`config.mk`:
```
export PLATFORM = sky130hd
export DESIGN_NAME = mcp4822_dac_spi_tx
export DESIGN_NICKNAME = d
export VERILOG_FILES = /design/src/rtl/mcp4822_pkg.sv /design/src/rtl/mcp4822_dac_spi_tx_half_tick.sv /design/src/rtl/mcp4822_dac_spi_tx.sv
export SDC_FILE = /design/constraint.sdc
export NUM_CORES = 1
export LEC_CHECK = 0
export CAP_MARGIN = 20
export CORE_MARGIN = 2
export CORE_UTILIZATION = 45
export CTS_CLUSTER_SIZE = 20
export DETAILED_ROUTE_END_ITERATION = 6
export SYNTH_ARGS = -nofsm -noshare
export SYNTH_HDL_FRONTEND = slang
export SYNTH_HIERARCHICAL = 1
export SYNTH_SLANG_ARGS = --single-unit
```
`constraint.sdc`:
```
create_clock -name clk -period 3.23 [get_ports clk]
set_clock_uncertainty 0.15 [all_clocks]
set_input_delay 0.4845 -clock clk [delete_from_list [all_inputs] [get_ports clk]]
set_output_delay 0.4845 -clock clk [all_outputs]
set_load 0.02 [all_outputs]
```
`src/rtl/mcp4822_pkg.sv`:
```
// Shared types and constants for the MCP4822 DAC SPI write path.
// Frame layout, FSM states and the command-word builder.
package mcp4822_pkg;

  typedef enum logic [1:0] {
    IDLE,
    SHIFT,
    GAP,
    LDAC_P
  } state_t;

  localparam int CH_BIT       = 15;
  localparam int GA_BIT       = 13;
  localparam int SHDN_BIT     = 12;
  localparam int FRAME_BITS   = 16;
  localparam int SCK_HALF_DEF = 70;

  function automatic logic [FRAME_BITS-1:0] dac_word(
    input logic        ch,
    input logic        ga,
    input logic [11:0] data
  );
    logic [FRAME_BITS-1:0] w;
    w           = {4'b0000, data};
    w[CH_BIT]   = ch;
    w[GA_BIT]   = ga;
    w[SHDN_BIT] = 1'b1;
    return w;
  endfunction

endpackage

```
`src/rtl/mcp4822_dac_spi_tx_half_tick.sv`:
```
// Half-period tick generator: one-cycle tick every SCK_HALF clocks.
// Ports: clk, rst (sync high), en (count enable, clears when low), tick.
module spi_half_tick
  import mcp4822_pkg::*;
#(
  parameter int SCK_HALF = SCK_HALF_DEF
) (
  input  logic clk,
  input  logic rst,
  input  logic en,
  output logic tick
);

  localparam int CW = (SCK_HALF > 1) ? $clog2(SCK_HALF) : 1;

  logic [CW-1:0] cnt;

  assign tick = en && (cnt == CW'(SCK_HALF - 1));

  always_ff @(posedge clk) begin
    if (rst || !en) begin
      cnt <= '0;
    end else if (tick) begin
      cnt <= '0;
    end else begin
      cnt <= cnt + 1'b1;
    end
  end

endmodule

```
`src/rtl/mcp4822_dac_spi_tx.sv`:
```
// MCP4822 write master: 16-bit SPI mode-0 frame, then an LDAC pulse.
// In: clk, rst, i_DATA/i_DATA_VALID/i_CH. Out: MOSI, SCK, CS, LDAC,
// o_BUSY, o_DONE, o_OVERRUN (all registered).
module mcp4822_dac_spi_tx
  import mcp4822_pkg::*;
#(
  parameter int SCK_HALF = SCK_HALF_DEF,
  parameter int GAIN_1X  = 1
) (
  input  logic        clk,
  input  logic        rst,
  input  logic [11:0] i_DATA,
  input  logic        i_DATA_VALID,
  input  logic        i_CH,
  output logic        MOSI,
  output logic        SCK,
  output logic        CS,
  output logic        LDAC,
  output logic        o_BUSY,
  output logic        o_DONE,
  output logic        o_OVERRUN
);

  localparam int HW = $clog2(2 * FRAME_BITS);
  localparam logic [HW-1:0] LAST = HW'(2 * FRAME_BITS - 1);

  state_t state, state_d;

  logic                  tick;
  logic                  launch;
  logic [FRAME_BITS-1:0] word;
  logic [FRAME_BITS-1:0] sr, sr_d;
  logic [12:0]           pend, pend_d;
  logic                  pend_full, pend_full_d;
  logic [HW-1:0]         hcnt, hcnt_d;
  logic mosi_d, sck_d, cs_d, ldac_d;
  logic busy_d, done_d, ovr_d;

  spi_half_tick #(.SCK_HALF(SCK_HALF)) u_tick (
    .clk  (clk),
    .rst  (rst),
    .en   (state != IDLE),
    .tick (tick)
  );

  assign launch = (state == IDLE) &&
                  (pend_full || i_DATA_VALID);

  // Pending sample wins over a fresh strobe at launch.
  assign word = pend_full ?
    dac_word(pend[12], 1'(GAIN_1X), pend[11:0]) :
    dac_word(i_CH, 1'(GAIN_1X), i_DATA);

  always_ff @(posedge clk) begin
    if (rst) begin
      state     <= IDLE;
      sr        <= '0;
      pend      <= '0;
      pend_full <= 1'b0;
      hcnt      <= '0;
      MOSI      <= 1'b0;
      SCK       <= 1'b0;
      CS        <= 1'b1;
      LDAC      <= 1'b1;
      o_BUSY    <= 1'b0;
      o_DONE    <= 1'b0;
      o_OVERRUN <= 1'b0;
    end else begin
      state     <= state_d;
      sr        <= sr_d;
      pend      <= pend_d;
      pend_full <= pend_full_d;
      hcnt      <= hcnt_d;
      MOSI      <= mosi_d;
      SCK       <= sck_d;
      CS        <= cs_d;
      LDAC      <= ldac_d;
      o_BUSY    <= busy_d;
      o_DONE    <= done_d;
      o_OVERRUN <= ovr_d;
    end
  end

  always_comb begin
    state_d = state;
    unique case (state)
      IDLE:    if (launch) state_d = SHIFT;
      SHIFT:   if (tick && hcnt == LAST) state_d = GAP;
      GAP:     if (tick) state_d = LDAC_P;
      LDAC_P:  if (tick) state_d = IDLE;
      default: state_d = IDLE;
    endcase
  end

  always_comb begin
    sr_d        = sr;
    pend_d      = pend;
    pend_full_d = pend_full;
    hcnt_d      = hcnt;
    mosi_d      = MOSI;
    sck_d       = SCK;
    cs_d        = CS;
    ldac_d      = LDAC;
    busy_d      = o_BUSY;
    done_d      = 1'b0;
    ovr_d       = 1'b0;

    // A strobe in IDLE with pending full refills pending
    // (its old content is launching, so no overrun).
    if (i_DATA_VALID && (state != IDLE || pend_full)) begin
      pend_d      = {i_CH, i_DATA};
      pend_full_d = 1'b1;
      ovr_d       = pend_full && (state != IDLE);
    end else if (state == IDLE && pend_full) begin
      pend_full_d = 1'b0;
    end

    unique case (state)
      IDLE: begin
        if (launch) begin
          sr_d   = word;
          mosi_d = word[FRAME_BITS-1];
          cs_d   = 1'b0;
          sck_d  = 1'b0;
          busy_d = 1'b1;
          hcnt_d = '0;
        end
      end
      SHIFT: begin
        if (tick) begin
          hcnt_d = hcnt + 1'b1;
          if (!hcnt[0]) begin
            sck_d = 1'b1;
          end else if (hcnt == LAST) begin
            sck_d  = 1'b0;
            cs_d   = 1'b1;
            mosi_d = 1'b0;
          end else begin
            sck_d  = 1'b0;
            mosi_d = sr[FRAME_BITS-2];
            sr_d   = {sr[FRAME_BITS-2:0], 1'b0};
          end
        end
      end
      GAP: begin
        if (tick) ldac_d = 1'b0;
      end
      LDAC_P: begin
        if (tick) begin
          ldac_d = 1'b1;
          busy_d = 1'b0;
          done_d = 1'b1;
        end
      end
      default: ;
    endcase
  end

endmodule

```
==> results, run 1 <==
- In this run the tightest slew margin relative to its limit is 0.424.
- Once the clock tree was built, the setup fixing pass inserted 0 buffers.
- Of the available clock period, the critical path in the final layout requires 0.847.
- The floorplan has 27 rows.
- Measured along the x axis, the die boundary spans 79.1 um.
- The endpoint with the worst hold slack is sr[12].
- The core outline area is 5470 um2.
- The total setup violations reported at the end of the flow is 0.
- For this configuration, the core starts out at a cell density of 0.463.
- Synthesis produced a netlist whose cell count is 284.
- The synthesized design contains 0 enable-type register cells.
- The count of antenna diodes in the layout is 0.
- STA puts the critical path data arrival time at 2.77 ns.
- The clock-pin slew reported for the worst setup and hold paths after clock tree synthesis is 0.08 ns.
- The overall track demand over capacity in global routing is 0.173.
- The total half-perimeter wirelength after legalization and detailed placement is 3520 um.
- The DRC violation count after routing is 0.
- The total overflow left after global routing is 0.
- Summed over all failing endpoints, the final setup total negative slack is 0 ns.
- CTS saw 49 sinks.
- The worst vdd rail ir drop is 312 uV.
- The pin count of the biggest net entering global routing is 27.
- The die area is 6250 um2.
- The final-stage net count is 324.
- Dividing the synthesized area by the synthesized cell count gives 8.93 um2.
- In the post-route analysis, the smallest setup slack over all paths is 0.493 ns.
- The via count of the first global-routing pass is 1801.
- The Yosys step of the flow raised 6 warnings.
- The die is 79.1 um tall.
- For this design the static power due to leakage is 1.06 nW.
- The wire length after detailed routing is 5220 um.
- The start-to-end type of the worst setup path is register to register.
- The smallest clock period supported by the final layout is computed as 2.74 ns.
- The maximum frequency from static timing analysis is 365 MHz.
- In this run the count of I/O pins placed on the die edge is 23.
- The per-cell routed wire length is 14.0 um.
- The number of cells on the worst hold path is 2.
- The number of endpoints with negative hold slack in the final report is 0.
- The DRC violation total after the first TritonRoute iteration is 94.
- The flow ran to the end, and the final reports show no timing, DRC or antenna violations.
- At the end of routability-driven placement, the weighted congestion stood at 0.757.
- For the pin with the worst max-slew slack, the measured transition is 0.863 ns.
- The startpoint of the lowest-slack register-to-register path is state[1].
- The number of antenna violations at the first check in global routing is 0.
- The startpoint type of the worst setup path is a register.
- After detailed routing, the number of vias per cell comes to 5.39.
- The first global-routing pass estimated 8580 um of wire.
- The signal on the critical path passes through inv_1, ha_1, inv_1, nand4bb_4, nor3_1, buf_4, nand4b_1, a21o_1, buf_4, mux2i_1.
- The total of buffers placed on input and output ports is 22.
- The worst hold path begins at sr[12].
- For the worst-skew pair, the clock arrives at the later sink with an insertion delay of 0.29 ns.
- Leaving out filler cells and counting taps, the final layout contains 372.
- The first TritonRoute pass finished after 4 iterations.
- The worst stage delay on the critical path is 0.40 ns.
- The tool flagged a number of max-cap violations equal to 0.
- The kind of capture point of the worst setup path is a register.
- Counting the buffers created by CTS gives 5.
- The number of storage elements in the synthesis netlist is 49.
- The depth of the worst register-to-register path is 10.
- The synthesized netlist occupies a cell area of 2540 um2.
- The type of the worst min-delay path is register to register.
- The share of synthesized flip-flops with an asynchronous set or reset is 0.
- The sequential share of the synthesized area is 0.387.
- Setup repair after global routing left no endpoint under its margin.
- The H-tree was split into 2 levels.
- The antenna violation net count after detailed routing is 0.
- The cell total after placement is 364.
- The number of vias after detailed routing is 2004.
- The endpoint of the lowest-slack register-to-register path is sr[8].
- The number of gates resized after cts is 0.
- In this run, distinct cell masters in the synthesized netlist total 43.
- The TritonCTS clock tree is yes.
- The number of nets produced by synthesis is 309.
- The most common flop cell mapped by yosys is dfxtp_1.
- In this run the clock root is driven by a clkbuf_8.
- The number of slew-limit violations in the final report is 0.
- For this design the ratio of total power to cell area is 767 nW/um2.
- Of all nets on the critical path, the largest fanout is 12.
- At the placement stage, the worst setup path has a slack of 0.512 ns.
- The slowest stage of the critical path belongs to the cell a21o_1.
- The number of hold buffers added after CTS was 0.
- The area growth from synthesis to layout is 13.5%.
- The worst register-to-register path has a setup slack of 0.49 ns.
- No sink is reached through more buffers than the 2 on the longest clock path.
- The worst path required time is 3.26 ns.
- The proportion of layout cells with a drive suffix above 1 is 0.110.
==> critical path, delay by kind of cell, from the launching register on <==
kind            cells  cell delay, ns
flops               1            0.39
simple gates        3            0.51
compound gates      1            0.40
mux                 1            0.12
buf+inv             4            0.75
fa+ha+maj           1            0.30
==> state kept, by name, indices dropped and copies added (netlist names) <==
name	cells
sr	15
pend	13
u_tick/cnt	7
hcnt	5
state	2
CS	1
LDAC	1
MOSI	1
o_BUSY	1
o_DONE	1
o_OVERRUN	1
pend_full	1
==> cells in the mapped netlist, types with 2 or more instances <==
cell type / instances / area share
dfxtp_1: 49 / 0.39
a21oi_1: 26 / 0.051
o21ai_0: 26 / 0.051
nand2_1: 20 / 0.030
nand3_1: 19 / 0.037
mux2i_1: 15 / 0.059
inv_1: 14 / 0.021
mux2_2: 13 / 0.058
o211ai_1: 13 / 0.038
clkbuf_1: 10 / 0.015
ha_1: 9 / 0.044
or2b_1: 8 / 0.024
nor2_1: 7 / 0.010
nand2b_1: 6 / 0.015
buf_2: 4 / 0.0079
buf_6: 4 / 0.018
nor2b_1: 4 / 0.0099
o31ai_1: 4 / 0.012
buf_4: 3 / 0.0089
or3_1: 3 / 0.0074
and3_1: 2 / 0.0049
nand4b_1: 2 / 0.0069
nor3_1: 2 / 0.0039
or4_1: 2 / 0.0059
==> area by class of cell <==
type	instances	area [um2]
fillers	545	2590
multi-input cells	199	1370
flip-flops and latches	49	981
repair buffers	30	280
clock buffers	7	96.3
well taps	72	90.1
inverters	14	52.6
clock inverters	1	5.00
==> logic make-up after synthesis <==
logic type                 count (synthesis)  synth area share
adders and majority gates                  9            0.0444
DFF                                       49             0.387
muxes                                     28             0.117
and+or+nand+nor                           80             0.181
buffers and inverters                     36            0.0715
xor gates and xnor gates                   1           0.00345
AOI/OAI and AO/OA                         81             0.196
==> routing by layer <==
metal  routed length [um]  global-route usage  vias to the layer above
met5                    0                   0                        -
met4                   48              0.0466                        0
met3                  188              0.0341                        4
met2                 2260               0.268                       30
met1                 2730               0.247                      933
li1                     -                   -                     1037
==> where the power goes <==
group	internal [W]	switching [W]	total, W
logic	0.000420	0.000564	0.000984
clock network	0.000194	0.000194	0.000388
registers	0.000759	0.0000766	0.000835
==> layout by cell type (no fill, tap or decap), types with 2 or more instances in the layout <==
cell type | netlist | final
a21oi_1 | 26 | 26
and3_1 | 2 | 2
buf_4 | 3 | 8
clkbuf_8 | 0 | 7
clkdlybuf4s50_1 | 0 | 22
dfxtp_1 | 49 | 49
ha_1 | 9 | 9
inv_1 | 14 | 14
mux2_2 | 13 | 13
mux2i_1 | 15 | 15
nand2_1 | 20 | 20
nand2b_1 | 6 | 6
nand3_1 | 19 | 19
nand4b_1 | 2 | 2
nor2_1 | 7 | 7
nor2b_1 | 4 | 4
nor3_1 | 2 | 2
o211ai_1 | 13 | 13
o21ai_0 | 26 | 26
o31ai_1 | 4 | 4
or2b_1 | 8 | 8
or3_1 | 3 | 3
or4_1 | 2 | 2
==> how the worst max path moves through the flow <==
stage / startpoint / endpoint / slack (ns) / cells after the start
2_1_floorplan: state[0] / MOSI / 0.77 / 10
3_3_place_gp: state[0] / sr[7] / 0.61 / 10
3_5_place_dp: state[1] / sr[5] / 0.51 / 10
4_1_cts: state[1] / sr[8] / 0.48 / 10
5_1_grt: state[0] / sr[5] / 0.23 / 10
6_report: state[1] / sr[8] / 0.49 / 10
==> metrics by stage <==
| stage | cell area (um2) | power (W) | hold WS (ns) | utilization |
|---|---|---|---|---|
| final | 2880 | 0.00221 | 0.300 | 0.526 |
| after global routing | 2880 | 0.00238 | 0.329 | 0.526 |
| after CTS | 2880 | 0.00223 | 0.303 | 0.526 |
| after detailed placement | 2780 | 0.00184 | 0.290 | 0.508 |
| after global placement | 2780 | 0.00183 | 0.284 | 0.508 |
| after floorplan | 2540 | 0.00164 | 0.273 | - |
No activity file was read; power rests on OpenSTA's default activity.
==> run 2, diff against run 1 <==
--- a/config.mk
+++ b/config.mk
@@ -10,6 +10,7 @@
 export CORE_UTILIZATION = 45
 export CTS_CLUSTER_SIZE = 20
 export DETAILED_ROUTE_END_ITERATION = 6
+export PLACE_DENSITY = 0.67
 export SYNTH_ARGS = -nofsm -noshare
 export SYNTH_HDL_FRONTEND = slang
 export SYNTH_HIERARCHICAL = 1
==> constraint.sdc (replaced) <==
create_clock -name clk -period 2.5 [get_ports clk]
set_clock_uncertainty 0.15 [all_clocks]
set_input_delay 0.375 -clock clk [delete_from_list [all_inputs] [get_ports clk]]
set_output_delay 0.375 -clock clk [all_outputs]
set_load 0.02 [all_outputs]
==> results, run 2 (synthesis results as in run 1) <==
- The final-stage net count came to 331 (+2.2%).
- The core occupancy in the finished layout came to 0.537 (+0.0105).
- The buffer type at the clock tree root is clkbuf_8.
- The power share of the clock group was 0.152 (-0.024).
- The maximum clock insertion buffer count was 2 (unchanged).
- The largest individual stage delay along the critical path comes from the cell dfxtp_1.
- The maximum frequency from static timing analysis is 429 MHz (+18%).
- The flip-flop count of the largest register, all copies and words added is 15 (unchanged).
- The core outline area is 5470 um2 (unchanged).
- The number of vias per cell after detailed routing was 5.38 (about the same).
- The sequential group share of total power came to 0.370 (-0.008).
- The most repeated library cell on the critical path is inv_1.
- The count of TritonRoute iterations in the first routing pass is 5 (+1).
- The cell total after placement was 370 (+1.6%).
- The number of buffers and inverters on the critical path is 4 (unchanged).
- The worst setup path is launched from a register.
- The number of vias after detailed routing was 2040 (+1.8%).
- The max-capacitance violation count came to 0 (unchanged).
- The I/O pin count is 23 (unchanged).
- The ratio of final minimum period to clock period was 0.931 (+0.0841).
- The critical path in this run is classified as register to register.
- The number of endpoints with negative hold slack in the final report is 0 (unchanged).
- The category of cells accounting for the largest share of critical-path delay is buffers and inverters.
- The proportion of layout cells with a drive suffix above 1 was 0.134 (+0.0236).
- The number of buffers inserted during clock tree synthesis is 5 (unchanged).
- The total net switching power is 0.00111 W (+33%).
- The type of the worst min-delay path is register to register.
- The number of placement rows came to 27 (unchanged).
- The pin count of the biggest net entering global routing is 23 (-15%).
- The DRC violation count after routing is 0 (unchanged).
- The kind of capture point of the worst setup path is a register.
- The wire length of the first global-routing pass is 8910 um (+3.9%).
- The maximum fanout count along the critical path was 9 (-3).
- The number of standard cells in the layout, taps in and fillers out came to 379 (+1.9%).
- The run finished with clean final reports.
- The count of antenna diodes in the layout is 0 (unchanged).
- The data arrival time of the critical path came to 2.36 ns (-0.41 ns).
- The normalized max-slew margin is 0.618 (+0.194).
- The clock insertion delay at the later pin of the skew report came to 0.30 ns (about the same).
- The static leakage was 1.10 nW (+3.1%).
- The total setup violations reported at the end of the flow was 0 (unchanged).
- The worst vdd rail ir drop came to 528 uV (+69%).
- The final weighted congestion in routability-driven placement is 0.824 (+8.9%).
- TritonCTS built the clock tree.
- The register with the most flip-flops in the final layout is sr.
- The overall track demand over capacity in global routing was 0.178 (+0.00476).
- The ratio of total power to cell area is 996 nW/um2 (+30%).
- The H-tree depth is 2 (unchanged).
- The DRC violation total after the first TritonRoute iteration is 118 (+26%).
- The antenna violation net count after detailed routing was 0 (unchanged).
- The internal power is 0.00182 W (+32%).
- The per-cell routed wire length is 13.7 um (-2.4%).
- The total half-perimeter wirelength after legalization and detailed placement is 3510 um (-0.42%).
- The minimum clock period came to 2.33 ns (-0.408 ns).
- The die area is 6250 um2 (unchanged).
- The total of buffers placed on input and output ports was 22 (unchanged).
- The number of hold buffers added after CTS came to 0 (unchanged).
- The number of slew-limit violations in the final report is 0 (unchanged).
- The effective utilization at floorplan is 0.463 (unchanged).
- The number of antenna violations at the first check in global routing came to 0 (unchanged).
- The wire length after detailed routing is 5190 um (-0.59%).
- The switching part of the total power is 0.378 (about the same).
- In the layout the commonest cells are 49 x dfxtp_1, 26 x o21ai_0, 26 x a21oi_1.
- The clock-pin slew reported for the worst setup and hold paths after clock tree synthesis is 0.08 ns (about the same).
- The combinational group share of total power is 0.478 (+0.032).
- The largest registers in the layout are sr (15), pend (13), u_tick/cnt (7).
- The sum of overflow across all layers after global routing is 0 (unchanged).
- The area overhead of the layout relative to synthesis is 15.8%.
- The worst stage delay on the critical path is 0.37 ns (-0.03 ns).
- The worst path required time is 2.53 ns (-0.73 ns).
- The clock net sink count was 49 (unchanged).
- The slew at the pin with the worst max-slew slack was 0.573 ns (-0.290 ns).
- The via count of the first global-routing pass is 1971 (+9.4%).
- The vertical die dimension is 79.1 um (unchanged).
- The library cell used most frequently in the layout, excluding fill and tap cells, is dfxtp_1.
- The critical path goes through inv_1, ha_1, inv_1, nand4bb_4, nor3_1, buf_4, nand4b_1, a21o_4, buf_12, mux2i_1.
- The die extent in x is 79.1 um (unchanged).
- The total power is 0.00292 W (+32%).
run 2: cell types whose count changed in the layout (fill, tap and decap cells not counted), sizes merged:
cell    before  now
clkbuf       7    6
buf          8   15
clkinv       1    2
run 2: tightest hold or removal path, cell delays in order, from the launching register on:
cell,delay [ns]
dfxtp_1,0.32
inv_1,0.05
a21oi_1,0.05
run 2: power groups by stage:
| stage | logic (W) | registers, W | clock network [W] |
|---|---|---|---|
| 6_report | 0.00140 | 0.00108 | 0.000444 |
| 3_5_place_dp | 0.00137 | 0.00110 | 0 |
| 3_3_place_gp | 0.00134 | 0.00109 | 0 |
| 5_1_grt | 0.00154 | 0.00111 | 0.000491 |
| 4_1_cts | 0.00138 | 0.00108 | 0.000457 |
| 2_1_floorplan | 0.00102 | 0.00110 | 0 |
run 2: timing repair:
| item | in CTS | in global routing |
|---|---|---|
| endpoints found under the setup margin | 0 | 12 |
| resized for setup | 0 | 3 |
| setup buffers | 0 | 1 |
run 2: worst paths after layout:
path | startpoint | end | slack (ns) | cells after the start
worst min-delay path | sr[13] | sr[13] | 0.31 | 2
worst max-delay path | state[0] | sr[4] | 0.17 | 10
worst min register to register | sr[13] | sr[13] | 0.31 | 2
worst max register to register | state[0] | sr[4] | 0.17 | 10
run 2: routing by layer:
layer,up-vias,GRT usage,wire [um]
li1,1049,-,-
met1,958,0.238,2590
met2,29,0.287,2400
met3,4,0.0318,158
met4,0,0.0655,46
met5,-,0,0
run 2: area by class of cell:
class | count | area (um2)
clock buffers | 6 | 72.6
clock inverters | 2 | 10.0
fillers | 509 | 2540
inverters | 14 | 52.6
multi-input cells | 199 | 1390
flip-flops and latches | 49 | 981
well taps | 72 | 90.1
repair buffers | 37 | 345
run 2: metrics by stage:
stage               worst slack, ns  cell area (um2)  TNS (ns)  hold slack, ns
floorplan                    0.0383             2540         0           0.273
global placement              0.160             2840         0           0.287
detailed placement           0.0883             2840         0           0.290
CTS                          0.0613             2920         0           0.304
global route               -0.00237             2940  -0.00505           0.322
finish                        0.171             2940         0           0.307
==> run 3, diff against run 2 <==
--- a/config.mk
+++ b/config.mk
@@ -8,6 +8,7 @@
 export CAP_MARGIN = 20
 export CORE_MARGIN = 2
 export CORE_UTILIZATION = 45
+export CTS_CLUSTER_DIAMETER = 100
 export CTS_CLUSTER_SIZE = 20
 export DETAILED_ROUTE_END_ITERATION = 6
 export PLACE_DENSITY = 0.67
==> results of run 3 <==
The final DEF is identical to that of run 2; final timing and power are the same.
